==> src/rtl/ebus_dev_port.sv <==
// EBUS device-side responder: decodes CONO/CONI/DATAO/DATAI and PI cycles for one
// controller, drives this device's data-mux entry and the one-hot PI request lines.
package ebus_pkg;
    typedef enum logic [0:2] {
        ebusfCONO     = 3'b000,
        ebusfCONI     = 3'b001,
        ebusfDATAO    = 3'b010,
        ebusfDATAI    = 3'b011,
        ebusfPIserved = 3'b100,
        ebusfPIaddrIn = 3'b101,
        ebusfUNUSED6  = 3'b110,
        ebusfUNUSED7  = 3'b111
    } tEBUSfunction;

    typedef struct packed {
        logic        driving;
        logic [0:35] data;
    } tEBUSdriver;
endpackage

module ebus_dev_port
    import ebus_pkg::*;
#(
    parameter logic [0:6] DEV_CS = 7'o060
) (
    input  logic         clk,
    input  logic         rst_n,
    input  logic [0:6]   ebus_cs,
    input  tEBUSfunction ebus_func,
    input  logic         ebus_demand,
    input  logic [0:35]  ebus_data_in,
    input  logic         ebus_reset,
    output tEBUSdriver   drv,
    output logic         ebus_ack,
    output logic         ebus_xfer,
    output logic [0:7]   ebus_pi,
    output logic [0:35]  cono_data,
    output logic [0:35]  datao_data,
    output logic         cono_stb,
    output logic         datao_stb,
    input  logic [0:35]  coni_status,
    input  logic [0:35]  datai_data,
    input  logic         datai_valid,
    output logic         datai_taken,
    input  logic [0:2]   pi_level,
    input  logic [0:35]  pi_vector,
    output logic         pi_served_stb,
    output logic         dev_reset
);

    localparam logic [1:0] IDLE   = 2'd0;
    localparam logic [1:0] ACTIVE = 2'd1;
    localparam logic [1:0] WAIT   = 2'd2;
    localparam logic [1:0] DONE   = 2'd3;

    logic [1:0]   state;
    tEBUSfunction func_q;
    logic [0:35]  rd_q;
    logic         ebus_reset_q;
    logic         io_func;
    logic         pi_func;
    logic         hit;

    // PI functions match on the level we are requesting, not on our select code.
    always_comb begin
        io_func = ebus_func inside {ebusfCONO, ebusfCONI, ebusfDATAO, ebusfDATAI};
        pi_func = ebus_func inside {ebusfPIserved, ebusfPIaddrIn};
        hit     = ebus_demand &&
                  ((io_func && (ebus_cs == DEV_CS)) ||
                   (pi_func && (pi_level != 3'd0) && (ebus_cs[4:6] == pi_level)));
    end

    always_ff @(posedge clk or negedge rst_n) begin
        if (!rst_n) begin
            state         <= IDLE;
            func_q        <= ebusfCONO;
            rd_q          <= '0;
            cono_data     <= '0;
            datao_data    <= '0;
            cono_stb      <= 1'b0;
            datao_stb     <= 1'b0;
            datai_taken   <= 1'b0;
            pi_served_stb <= 1'b0;
            ebus_pi       <= '0;
            ebus_reset_q  <= 1'b0;
            dev_reset     <= 1'b0;
        end else begin
            cono_stb      <= 1'b0;
            datao_stb     <= 1'b0;
            datai_taken   <= 1'b0;
            pi_served_stb <= 1'b0;
            ebus_reset_q  <= ebus_reset;
            dev_reset     <= ebus_reset & ~ebus_reset_q;
            if (ebus_reset) begin
                state   <= IDLE;
                ebus_pi <= '0;
            end else begin
                ebus_pi <= (pi_level == 3'd0) ? 8'h00 : (8'h80 >> pi_level);
                case (state)
                    IDLE: begin
                        if (hit) begin
                            func_q <= ebus_func;
                            state  <= DONE;
                            case (ebus_func)
                                ebusfCONO: begin
                                    cono_data <= ebus_data_in;
                                    cono_stb  <= 1'b1;
                                end
                                ebusfDATAO: begin
                                    datao_data <= ebus_data_in;
                                    datao_stb  <= 1'b1;
                                end
                                ebusfCONI:     rd_q <= coni_status;
                                ebusfPIaddrIn: rd_q <= pi_vector;
                                ebusfPIserved: pi_served_stb <= 1'b1;
                                ebusfDATAI: begin
                                    if (datai_valid) begin
                                        rd_q        <= datai_data;
                                        datai_taken <= 1'b1;
                                    end else begin
                                        state <= WAIT;
                                    end
                                end
                                default: state <= IDLE;
                            endcase
                        end
                    end
                    // Losing demand beats a simultaneous datai_valid: the EBOX has gone.
                    WAIT: begin
                        if (!ebus_demand) begin
                            state <= IDLE;
                        end else if (datai_valid) begin
                            rd_q        <= datai_data;
                            datai_taken <= 1'b1;
                            state       <= DONE;
                        end
                    end
                    DONE: begin
                        if (!ebus_demand) state <= IDLE;
                    end
                    ACTIVE: state <= IDLE;
                endcase
            end
        end
    end

    assign ebus_ack  = (state == WAIT) || (state == DONE);
    assign ebus_xfer = (state == DONE);

    always_comb begin
        drv.driving = (state == DONE) && (func_q inside {ebusfCONI, ebusfDATAI, ebusfPIaddrIn});
        drv.data    = drv.driving ? rd_q : '0;
    end

endmodule

==> config.mk <==
export PLATFORM = sky130hd
export DESIGN_NAME = ebus_dev_port
export DESIGN_NICKNAME = d
export VERILOG_FILES = /design/src/rtl/ebus_dev_port.sv
export SDC_FILE = /design/constraint.sdc
export NUM_CORES = 1
export LEC_CHECK = 0
export CAP_MARGIN = 20
export CORE_UTILIZATION = 45
export DETAILED_ROUTE_END_ITERATION = 16
export PLACE_DENSITY = 0.95
export SYNTH_ARGS = -nofsm -noshare
export SYNTH_HDL_FRONTEND = slang
export SYNTH_SLANG_ARGS = --single-unit
==> constraint.sdc <==
create_clock -name clk -period 6.26 [get_ports clk]
set_input_delay 1.252 -clock clk [delete_from_list [all_inputs] [get_ports clk]]
set_output_delay 1.252 -clock clk [all_outputs]
set_load 0.005 [all_outputs]
==> flow_summary_export.csv <==
group,metric,value,unit
detailed_routing,viasPerCell,5.490,
global_route,grt_usage,26.75,%
finish,nets,957,
clocking,htreeDepth,4,
power,irDropWorstVdd,0.0001762,V
detailed_routing,first_pass_iters,4,
critical_path,cp_top_family,"compound AO/OA/AOI/OAI gates",
critical_path,reg2reg_from,"state[1]",
finish,fin_util,73.28,%
sta,fin_crit,3597,ps
sta,hold_slack,391.0,ps
detailed_routing,drt_iter0_markers,299,
critical_path,reg2regPathDepth,5,
detailed_routing,totalWireLength,18670,um
finish,drive_above_1_share,13.99,%
floorplan,start_util,45.98,%
clocking,clkLatencyLatePin,400,ps
synthesis,syn_inst,526,
floorplan,std_cell_rows,42,
sta,fin_tns_setup,0,ps
synthesis,ys_types,40,
place,place_ws,2260,ps
synthesis,syn_nets,688,
synthesis,synth_edf_count,0,
critical_path,crit_fanout,43,
critical_path,critical_path_class,"input pin to flop",
synthesis,yosysWarningCount,0,
detailed_routing,ant_nets,0,
finish,final_cell_mix,"281 x clkdlybuf4s50_1, 126 x dfrtp_1, 72 x a22o_1, 56 x mux2_2, 43 x nand2_1",
sta,slew_viol_final,0,
clocking,cts_sinks,126,
floorplan,io_pins,286,
critical_path,crit_path_end_kind,"flop",
status,status,"finished, final reports clean",
power,p_per_area,241.6,nW/um2
power,seqPwrFrac,39.5,%
sta,timing.final.crit_share,57.46,%
finish,multiInputGateArea,2750,um2
clocking,clk_pin_slew_worst_paths,60,ps
power,fin_total_pwr,2.344,mW
power,netSwitchingPower,0.5370,mW
critical_path,crit_required,6590,ps
synthesis,avgSynthCellArea,11.57,um2
synthesis,seq_area_frac_synth,51.79,%
critical_path,crit_path_top_delay_cell,"clkbuf_2",
critical_path,worstPathCellList,"clkbuf_2 > nand2_1 > and3_1 > a311oi_1 > a211o_1 > buf_16 > a22o_1",
flow_run,maxCapViolCount,0,
power,p_int,1.807,mW
detailed_routing,drcViolationCount,0,
sta,rsz0062_at_grt,"false",
critical_path,cp-startpoint,"ebus_func[2]",
clocking,cts_buffers,17,
global_route,grt_pass1_vias,5315,
finish,area.growth.synth_to_final,59.39,%
clocking,cts_tree,"built",
clocking,cts_buffer_depth,2,
critical_path,cp-start-kind,"input pin",
global_route,grt_max_degree,66,
critical_path,cp_slowest_stage_delay,650,ps
synthesis,synth_ff_type,"dfrtp_1",
critical_path,critPathArrivalTime,3930,ps
clocking,post_cts.repair.setup_buffers,0,
detailed_routing,avgRoutedWirePerCell,18.97,um
power,pwr-share-comb,13.7,%
critical_path,cp-endpoint,"rd_q[25]",
clocking,cts_resized,0,
synthesis,synth_seq_cells,126,
critical_path,crit_buf_inv,2,
global_route,grt-ovfl-total,0,
clocking,cts_root_buf,"clkbuf_16",
floorplan,die_h,118.3,um
floorplan,die_x,118.3,um
critical_path,r2r_end,"cono_data[20]",
finish,final_common_cell,"clkdlybuf4s50_1",
synthesis,async_reset_ff_share,100.0,%
critical_path,cp.depth,7,
place,gp_congestion,0.8442,
synthesis,synth_top_area_cell,"dfrtp_1",
floorplan,die_area,14000,um2
critical_path,reg2reg_slack,4120,ps
sta,relSlewSlack,35.01,%
sta,finalClockSkew,9.552,ps
sta,worst_pin_slew,972.4,ps
sta,setup_viol_count_final,0,
synthesis,netlist_area,6088,um2
finish,final.fill_count,878,
place,io_buffer_count,284,
global_route,grt_pass1_wl,28720,um
hold_path,hp-class,"flop to flop",
detailed_routing,vias,5402,
power,sw_frac_of_total,22.91,%
power,p_leak,4.229,nW
floorplan,coreArea,13240,um2
place,dp_hpwl,13150,um
sta,max_freq,0.2780,GHz
finish,n_antenna_cell,0,
power,power_frac_clock,46.8,%
finish,seq_area,3153,um2
sta,layout_setup_ws,2663,ps
global_route,grt_antenna_before_repair,0,
sta,hold_viol,0,
synthesis,ys_top_cells_by_area,"dfrtp_1 52%, a22o_1 10%, mux2_2 10%",
synthesis,synth_top_area_share,51.79,%
clocking,cts_hold_buf,0,
-- cells by family after synthesis --
family	synth area share [%]
other	0.06159
and+or+nand+nor	10.85
buffers and inverters	3.555
xor gates and xnor gates	0.2878
DFF	51.79
AOI/OAI and AO/OA	19.77
muxes	13.69
-- how the worst min path moves through the flow --
| stage | startpoint | slack (ps) | endpoint | depth (start not counted) |
|---|---|---|---|---|
| after global placement | ebus_reset_q | 380 | dev_reset | 1 |
| after floorplan | ebus_reset_q | 380 | dev_reset | 1 |
| final | ebus_reset_q | 390 | dev_reset | 1 |
| after global routing | ebus_reset_q | 420 | dev_reset | 1 |
| after CTS | ebus_reset_q | 390 | dev_reset | 1 |
| after detailed placement | ebus_reset_q | 380 | dev_reset | 1 |
-- area by class of cell --
cell class / count / share of cell area [%]
Tap cell: 176 / 2.269
Inverter: 1 / 0.03868
Clock inverter: 14 / 2.334
Sequential cell: 126 / 32.49
Multi-Input combinational cell: 357 / 28.34
Timing Repair Buffer: 292 / 30.11
Clock buffer: 18 / 4.422
-- through the flow --
stage	std cells	instance area [um2]
after floorplan	526	6088
after global placement	950	9006
after detailed placement	952	9049
after CTS	984	9704
after global routing	984	9704
final	984	9704
-- routing by layer --
metal  GRT usage [%]  part of all wire [%]  vias to the layer above
met2           46.88                    50                      277
met5               0                     0                        -
li1                -                     -                     2486
met4           12.10                   3.6                        0
met3           7.191                   6.9                       40
met1           30.35                    39                     2599
-- power by group through the flow --
stage	sequential [mW]	clock, mW	combinational, mW
after global routing	0.935	1.15	0.346
after global placement	0.936	0	0.310
after detailed placement	0.939	0	0.321
after CTS	0.927	1.11	0.322
final	0.927	1.10	0.321
after floorplan	0.928	0	0.135
-- synth_stat cells, drive strengths merged, types with 3 or more instances --
cell / instances
dfrtp: 126
mux2: 74
a22o: 72
nand2: 43
o21ai: 40
a22oi: 37
and2: 37
clkbuf: 29
buf: 13
nand2b: 9
nor2: 8
nor3: 7
a21oi: 5
nor2b: 3
nor4: 3
or2: 3
-- registers in the layout, indices dropped and copies added (netlist names), 2 cells and up --
signal      flops
cono_data      36
datao_data     36
ebus_pi         7
func_q          3
rd_q           36
state           2
(Power assumes the default switching activity.)
